`src/rtl/frac_uart_tx.sv`:
```
// Tick-paced UART transmitter: valid/ready word in, framed serial line out.
// Bit period is a whole number of tick pulses; the tick may be fractional.
module frac_uart_tx #(
  parameter int DATA_W        = 8,
  parameter int TICKS_PER_BIT = 1,
  parameter int PARITY_EN     = 0,
  parameter int PARITY_ODD    = 0,
  parameter int STOP_BITS     = 1
) (
  input  logic              clk,
  input  logic              rstn,
  input  logic              tick,
  input  logic [DATA_W-1:0] din,
  input  logic              din_valid,
  output logic              din_ready,
  output logic              tx,
  output logic              busy,
  output logic              tx_done
);

  localparam int TW = $clog2(TICKS_PER_BIT) + 1;
  localparam int BW = $clog2(DATA_W) + 1;

  localparam logic [TW-1:0] TICK_LAST = TW'(TICKS_PER_BIT - 1);
  localparam logic [BW-1:0] DATA_LAST = BW'(DATA_W - 1);
  localparam logic [BW-1:0] STOP_LAST = BW'(STOP_BITS - 1);
  localparam logic          ODD       = (PARITY_ODD != 0);

  typedef enum logic [2:0] {
    IDLE,
    ALIGN,
    START,
    DATA,
    PARITY,
    STOP
  } state_t;

  state_t            state, state_n;
  logic [TW-1:0]     tick_cnt, tick_cnt_n;
  logic [BW-1:0]     bit_cnt, bit_cnt_n;
  logic [DATA_W-1:0] shreg, shreg_n;
  logic              par, par_n;
  logic              tx_n, ready_n, busy_n, done_n;
  logic              bit_end;

  always_ff @(posedge clk or negedge rstn) begin
    if (!rstn) begin
      state     <= IDLE;
      tick_cnt  <= '0;
      bit_cnt   <= '0;
      shreg     <= '0;
      par       <= 1'b0;
      tx        <= 1'b1;
      din_ready <= 1'b1;
      busy      <= 1'b0;
      tx_done   <= 1'b0;
    end else begin
      state     <= state_n;
      tick_cnt  <= tick_cnt_n;
      bit_cnt   <= bit_cnt_n;
      shreg     <= shreg_n;
      par       <= par_n;
      tx        <= tx_n;
      din_ready <= ready_n;
      busy      <= busy_n;
      tx_done   <= done_n;
    end
  end

  always_comb begin
    state_n    = state;
    tick_cnt_n = tick_cnt;
    bit_cnt_n  = bit_cnt;
    shreg_n    = shreg;
    par_n      = par;
    tx_n       = tx;
    ready_n    = din_ready;
    busy_n     = busy;
    done_n     = 1'b0;
    bit_end    = 1'b0;

    // Bit timing only runs once the start bit is on the line
    if (state != IDLE && state != ALIGN && tick) begin
      if (tick_cnt == TICK_LAST) begin
        bit_end    = 1'b1;
        tick_cnt_n = '0;
      end else begin
        tick_cnt_n = tick_cnt + TW'(1);
      end
    end

    unique case (state)
      IDLE: begin
        if (din_valid && din_ready) begin
          shreg_n = din;
          par_n   = ^din ^ ODD;
          ready_n = 1'b0;
          busy_n  = 1'b1;
          state_n = ALIGN;
        end
      end
      ALIGN: begin
        if (tick) begin
          tx_n       = 1'b0;
          tick_cnt_n = '0;
          state_n    = START;
        end
      end
      START: begin
        if (bit_end) begin
          tx_n      = shreg[0];
          bit_cnt_n = '0;
          state_n   = DATA;
        end
      end
      DATA: begin
        if (bit_end) begin
          if (bit_cnt == DATA_LAST) begin
            bit_cnt_n = '0;
            if (PARITY_EN != 0) begin
              tx_n    = par;
              state_n = PARITY;
            end else begin
              tx_n    = 1'b1;
              state_n = STOP;
            end
          end else begin
            shreg_n   = shreg >> 1;
            tx_n      = shreg[1];
            bit_cnt_n = bit_cnt + BW'(1);
          end
        end
      end
      PARITY: begin
        if (bit_end) begin
          tx_n      = 1'b1;
          bit_cnt_n = '0;
          state_n   = STOP;
        end
      end
      STOP: begin
        if (bit_end) begin
          if (bit_cnt == STOP_LAST) begin
            bit_cnt_n = '0;
            done_n    = 1'b1;
            busy_n    = 1'b0;
            ready_n   = 1'b1;
            state_n   = IDLE;
          end else begin
            bit_cnt_n = bit_cnt + BW'(1);
          end
        end
      end
      default: state_n = IDLE;
    endcase
  end

endmodule

```
`config.mk`:
```
export PLATFORM = sky130hd
export DESIGN_NAME = frac_uart_tx
export DESIGN_NICKNAME = d
export VERILOG_FILES = /design/src/rtl/frac_uart_tx.sv
export SDC_FILE = /design/constraint.sdc
export NUM_CORES = 1
export LEC_CHECK = 0
export CAP_MARGIN = 5
export CORE_MARGIN = 2
export CORE_UTILIZATION = 45
export DETAILED_ROUTE_END_ITERATION = 10
export PLACE_DENSITY = 0.8
export SETUP_SLACK_MARGIN = 0.3
export SKIP_CTS_REPAIR_TIMING = 1
export SLEW_MARGIN = 15
export SYNTH_ARGS = -nofsm -noshare
export SYNTH_HDL_FRONTEND = slang
export SYNTH_SLANG_ARGS = --single-unit
```
`constraint.sdc`:
```
create_clock -name clk -period 1.7 [get_ports clk]
set_clock_uncertainty 0.1 [all_clocks]
set_input_delay 0.17 -clock clk [delete_from_list [all_inputs] [get_ports clk]]
set_output_delay 0.17 -clock clk [all_outputs]
set_load 0.05 [all_outputs]
```
==> Word-level counts from Yosys, hierarchy flattened <==
Cells that the tools add are included.
{ "totals": {"reg_bits": 20, "input_bits": 12, "output_inout_bits": 4, "wordCells": 85} }
{ "op_classes": {"addsub": 2, "n_eq_ne": 17, "muxes": 42, "n_reduce_logical": 16} }
{ "ops": {"columns": ["op", "n"], "rows": [
  ["2-to-1 mux 3 bit", 8],
  ["2-to-1 mux 8 bit", 3],
  ["2-to-1 mux 1 bit", 20],
  ["2-to-1 mux 4 bit", 5],
  ["inequality test 2 bit (second input constant)", 9],
  ["case mux 3 bit (6 select lines)", 1],
  ["case mux 8 bit (2 select lines)", 1],
  ["case mux 4 bit (3 select lines)", 1],
  ["AND reduction 4 bit", 3],
  ["AND reduction 8 bit", 1],
  ["== test 3 x 2 -> 1 bit (second input constant)", 2],
  ["== test 3 bit (second input constant)", 2],
  ["nonzero test 3 bit", 2],
  ["AND reduction 5 bit", 1],
  ["adder 4 x 1 -> 4 bit (second input constant)", 1],
  ["== test 4 x 3 -> 1 bit (second input constant)", 1],
  ["zero test 4 bit", 1],
  ["case mux 1 bit (2 select lines)", 2],
  ["case mux 1 bit (4 select lines)", 1],
  ["nonzero test 2 bit", 2],
  ["nonzero test 4 bit", 1],
  ["== test 3 x 1 -> 1 bit (second input constant)", 1],
  ["logical AND 1 bit", 3],
  ["zero test 3 bit", 1],
  ["other kinds (4)", 4]
]} }

==> Depth between registers and ports, before layout <==
{ "logic_depth": {"ltp_word": 6, "ltp_mapped": 6, "mapped_depth_nobuf": 6} }

==> Worst setup path before layout <==
OpenSTA, ideal clock, no wires.
{ "synth_timing": {"kind": "flip-flop to flip-flop", "startpoint": "reg din_ready", "endpoint": "reg shreg[0]", "setup_ns": 0.125, "t_arrival_ns": 1.563, "t_required_ns": 1.475, "setup_slack_ns": -0.087, "stages_incl_launch_ff": 5, "path_buffers": 0, "synth_period_minus_slack_ns": 1.787, "path_cell_list": "dfstp_2 -> and3b_1 -> a2bb2oi_2 -> nor2_4 -> mux2_2"} }
{ "synth_between": {"elab_chain_len": 3} }
{ "synth_rtl": {"columns": ["item", "line_no", "text"], "rows": [
  ["start: declaration", "15", "output logic din_ready,"],
  ["start signal: assignment", "64", "din_ready <= ready_n;"],
  ["logical AND 1 bit", "94", "if (din_valid && din_ready) begin"],
  ["inequality test 2 bit (no line)", null, null],
  ["AND reduction 4 bit (no line)", null, null],
  ["end signal: assignment", "61", "shreg <= shreg_n;"],
  ["end: declaration", "41", "logic [DATA_W-1:0] shreg, shreg_n;"]
]} }
No other way between the ends.
A chain may end at the register's enable or synchronous reset.

==> Final worst setup path <==
{ "layout_timing": {"startpoint": "reg bit_cnt[1]", "endpoint": "reg shreg[1]"} }
{ "layout_between": {"elab_chain_len": 3} }
{ "layout_rtl": {"columns": ["item", "line_no", "text"], "rows": [
  ["start: declaration", "40", "logic [BW-1:0] bit_cnt, bit_cnt_n;"],
  ["start signal: assignment", "60", "bit_cnt <= bit_cnt_n;"],
  ["== test 4 x 3 -> 1 bit", "118", "if (bit_cnt == DATA_LAST) begin"],
  ["inequality test 2 bit (no line)", null, null],
  ["AND reduction 4 bit (no line)", null, null]
]} }
No other way between the ends.

==> results_dict.tcl <==
set metrics [dict create \
    violations "negative setup slack" \
    grtUsageTotal_pct 19.29 \
    leakage_nw 0.7402 \
    hpwl_mm 1.789 \
    netSwitchingPower_w 0.001128 \
    finalPower_w 0.003027 \
    detailedPlace.worstSlack_ns -0.08945 \
    tightestPinTransition_ns 0.2562 \
    syn_inst 110 \
    drive_gt1_share_pct 46.94 \
    nNetsFinal 162 \
    maxCapViolations 0 \
    yosysSeqAreaShare_pct 44.13 \
    pwr-share-comb_pct 64.2 \
    p_int_w 0.001899 \
    synth_top_family_by_area "compound AO/OA/AOI/OAI gates" \
    slew_headroom_pct 82.90 \
    drc_errors 0 \
    syn-mean-instance-area_um2 10.36 \
    syn-num-nets 124 \
    ctsLongestPathBuffers 2 \
    critPathLaunchType "register" \
    start_util_pct 46.86 \
    fill_cells 170 \
    max_freq_ghz 0.5534 \
    boundaryPins 16 \
    insertedDiodeCount 0 \
    power_density_mw_per_mm2 1804 \
    synth_cell_types 39 \
    synth_simple_gate_area_share_pct 18.55 \
    cts-htree-levels 1 \
    yosysWarnings 0 \
    tritoncts "built" \
    grt_start_max_net_pins 21 \
    dr.pass1.iters 6 \
    synth_compound_area_share_pct 18.88 \
    clk_latency_ns 0.30 \
    synthXorXnorAreaFrac_pct 0 \
    rsz0062_at_grt "true" \
    first_iter_violations 24 \
    path_clk_slew_ns 0.12 \
    syn_area_mm2 0.001140 \
    die_x_um 54.33 \
    critPathKind "reg -> reg" \
    row_count 18 \
    wl_mm 2.715 \
    status "complete, but fails checks" \
    worstPathRequired_ns 1.80 \
    synth_seq_cells 20 \
    synthAdderAreaFrac_pct 2.195 \
    cts_root_buf "clkbuf_4" \
    core-area_mm2 0.002432 \
    setup_ws_ns -0.1072 \
    antenna_found_initial 0 \
    hold_violations 0 \
    port_buffers 15 \
    wire_per_inst_um 15.34 \
    area_delta_synth_final_pct 47.20 \
    p_seq_share_pct 26.4 \
    min_path_type "in -> async" \
    fin_crit_sh_pct 106.3 \
    grt_pass1_vias 955 \
    muxShareOfSynthArea_pct 12.84 \
    endpoint_kind "register" \
    maxSlewViolCount 0 \
    grt_pass1_wl_mm 4.029 \
    clkPwrFrac_pct 9.4 \
    die_area_mm2 0.002952 \
    period_minus_slack_ns 1.807 \
    sw_frac_of_total_pct 37.27 \
    cp_max_fo 3 \
    die_h_um 54.33 \
    place_congestion 0.8600 \
    ir_drop_mv 1.299 \
    via_count 1003 \
    numClockSinks 20 \
    numCtsBuffers 3 \
    cp_data_arrival_time_ns 1.91 \
    ant_nets 0 \
    grt_remaining_overflow 0 \
    viasPerCell 5.667 \
    final-setup-viol-count 9 \
]
==> synth_stat cells (all sizes together) <==
library cell	count	area [um2]
a21boi	1	7.510
nand3	4	20.02
and2b	1	7.510
nor3b	1	7.510
o21a	2	15.01
o22a	2	17.52
a211o	2	17.52
or2b	1	7.510
o21ai	7	35.03
and3b	2	17.52
a31oi	3	18.77
nor4b	1	8.760
dfrtp	18	450.4
a211oi	1	7.510
nand3b	2	18.77
o31ai	2	15.01
a31o	1	8.760
or3b	1	8.760
buf	3	23.77
nor2	11	48.80
inv	3	11.26
o22ai	1	6.260
o21bai	1	7.510
nor4	1	6.260
nand2b	5	31.28
o32ai	1	8.760
a21bo	1	10.01
and2	1	6.260
a21oi	5	25.02
dfstp	2	52.55
clkbuf	1	3.750
nand2	6	22.52
ha	2	25.02
mux2	13	146.4
a2bb2oi	1	15.01
==> final timing paths <==
kind                            depth (start not counted)   endpoint  slack, ns  startpoint
worst min register to register                          1   shreg[2]       0.43    shreg[2]
worst min-delay path                                    2       busy       0.09        rstn
worst max-delay path                                    6   shreg[1]      -0.11  bit_cnt[1]
worst max register to register                          6   shreg[1]      -0.11  bit_cnt[1]
min in group clk                                        3   shreg[7]       0.33      din[7]
max in group asynchronous                               2  din_ready       1.14        rstn
==> metrics by stage <==
stage                     TNS (ns)  area (um2)  utilization, %  hold WS [ns]  instances
after floorplan            -0.4130        1155               -       -0.2256        110
after global placement     -0.3273        1436           59.05        0.3883        166
after detailed placement   -0.6778        1436           59.05        0.3956        166
after CTS                  -0.7760        1473           60.55        0.1090        170
after global routing        -1.128        1678           68.98        0.1008        177
final                      -0.7932        1678           68.98       0.09414        177
==> routing by layer <==
layer	wire length (um)	global-route usage [%]	vias to the layer above	share of wire [%]
li1	-	-	480	-
met1	1176	24.39	483	43
met2	1347	30.32	30	50
met3	99	3.552	10	3.6
met4	92	12.08	0	3.4
met5	0	0	-	0
==> kinds of logic (layout without fill, tap and decap cells) <==
group                      Yosys count  in the layout
and+or+nand+nor                     37             37
muxes                               13             13
AOI/OAI and AO/OA                   31             31
adders and majority gates            2              2
buffers and inverters                7             44
DFF                                 20             20
==> state kept, by name, summed over array words and instances (netlist names) <==
signal / cells
bit_cnt: 4
state: 3
tx: 1
din_ready: 1
tx_done: 1
tick_cnt: 1
busy: 1
shreg: 8
==> power groups by stage <==
stage                     Combinational, W  Sequential (W)  Clock (W)
final                              0.00194        0.000798   0.000284
after global routing               0.00209        0.000822   0.000307
after CTS                          0.00137        0.000783   0.000288
after detailed placement           0.00137        0.000794          0
after global placement             0.00131        0.000778          0
after floorplan                   0.000980        0.000789          0
==> critical path: stages, from the launching register on <==
cell	delay [ns]
dfrtp_1	0.42
ha_2	0.20
and3b_2	0.23
a2bb2oi_4	0.15
nor2_4	0.17
buf_6	0.14
mux2_4	0.29
==> cell usage in the layout (no fill, tap or decap), types with 3 or more instances in the layout <==
cell type,instances
buf_4,17
dfrtp_1,16
clkdlybuf4s50_1,11
nor2_1,9
mux2_4,7
nand2_1,6
mux2_2,6
buf_6,6
nand2b_1,4
inv_1,3
a21oi_1,3
a31oi_1,3
o21ai_0,3
clkbuf_4,3
==> final cells by class <==
class | count | area, um2 | share of cell area, %
Timing Repair Buffer | 37 | 357.8 | 21.33
Tap cell | 30 | 37.54 | 2.237
Multi-Input combinational cell | 83 | 729.5 | 43.48
Sequential cell | 20 | 505.5 | 30.13
Inverter | 3 | 11.26 | 0.6711
Clock buffer | 4 | 36.28 | 2.163
No activity file was read; power rests on OpenSTA's default activity.
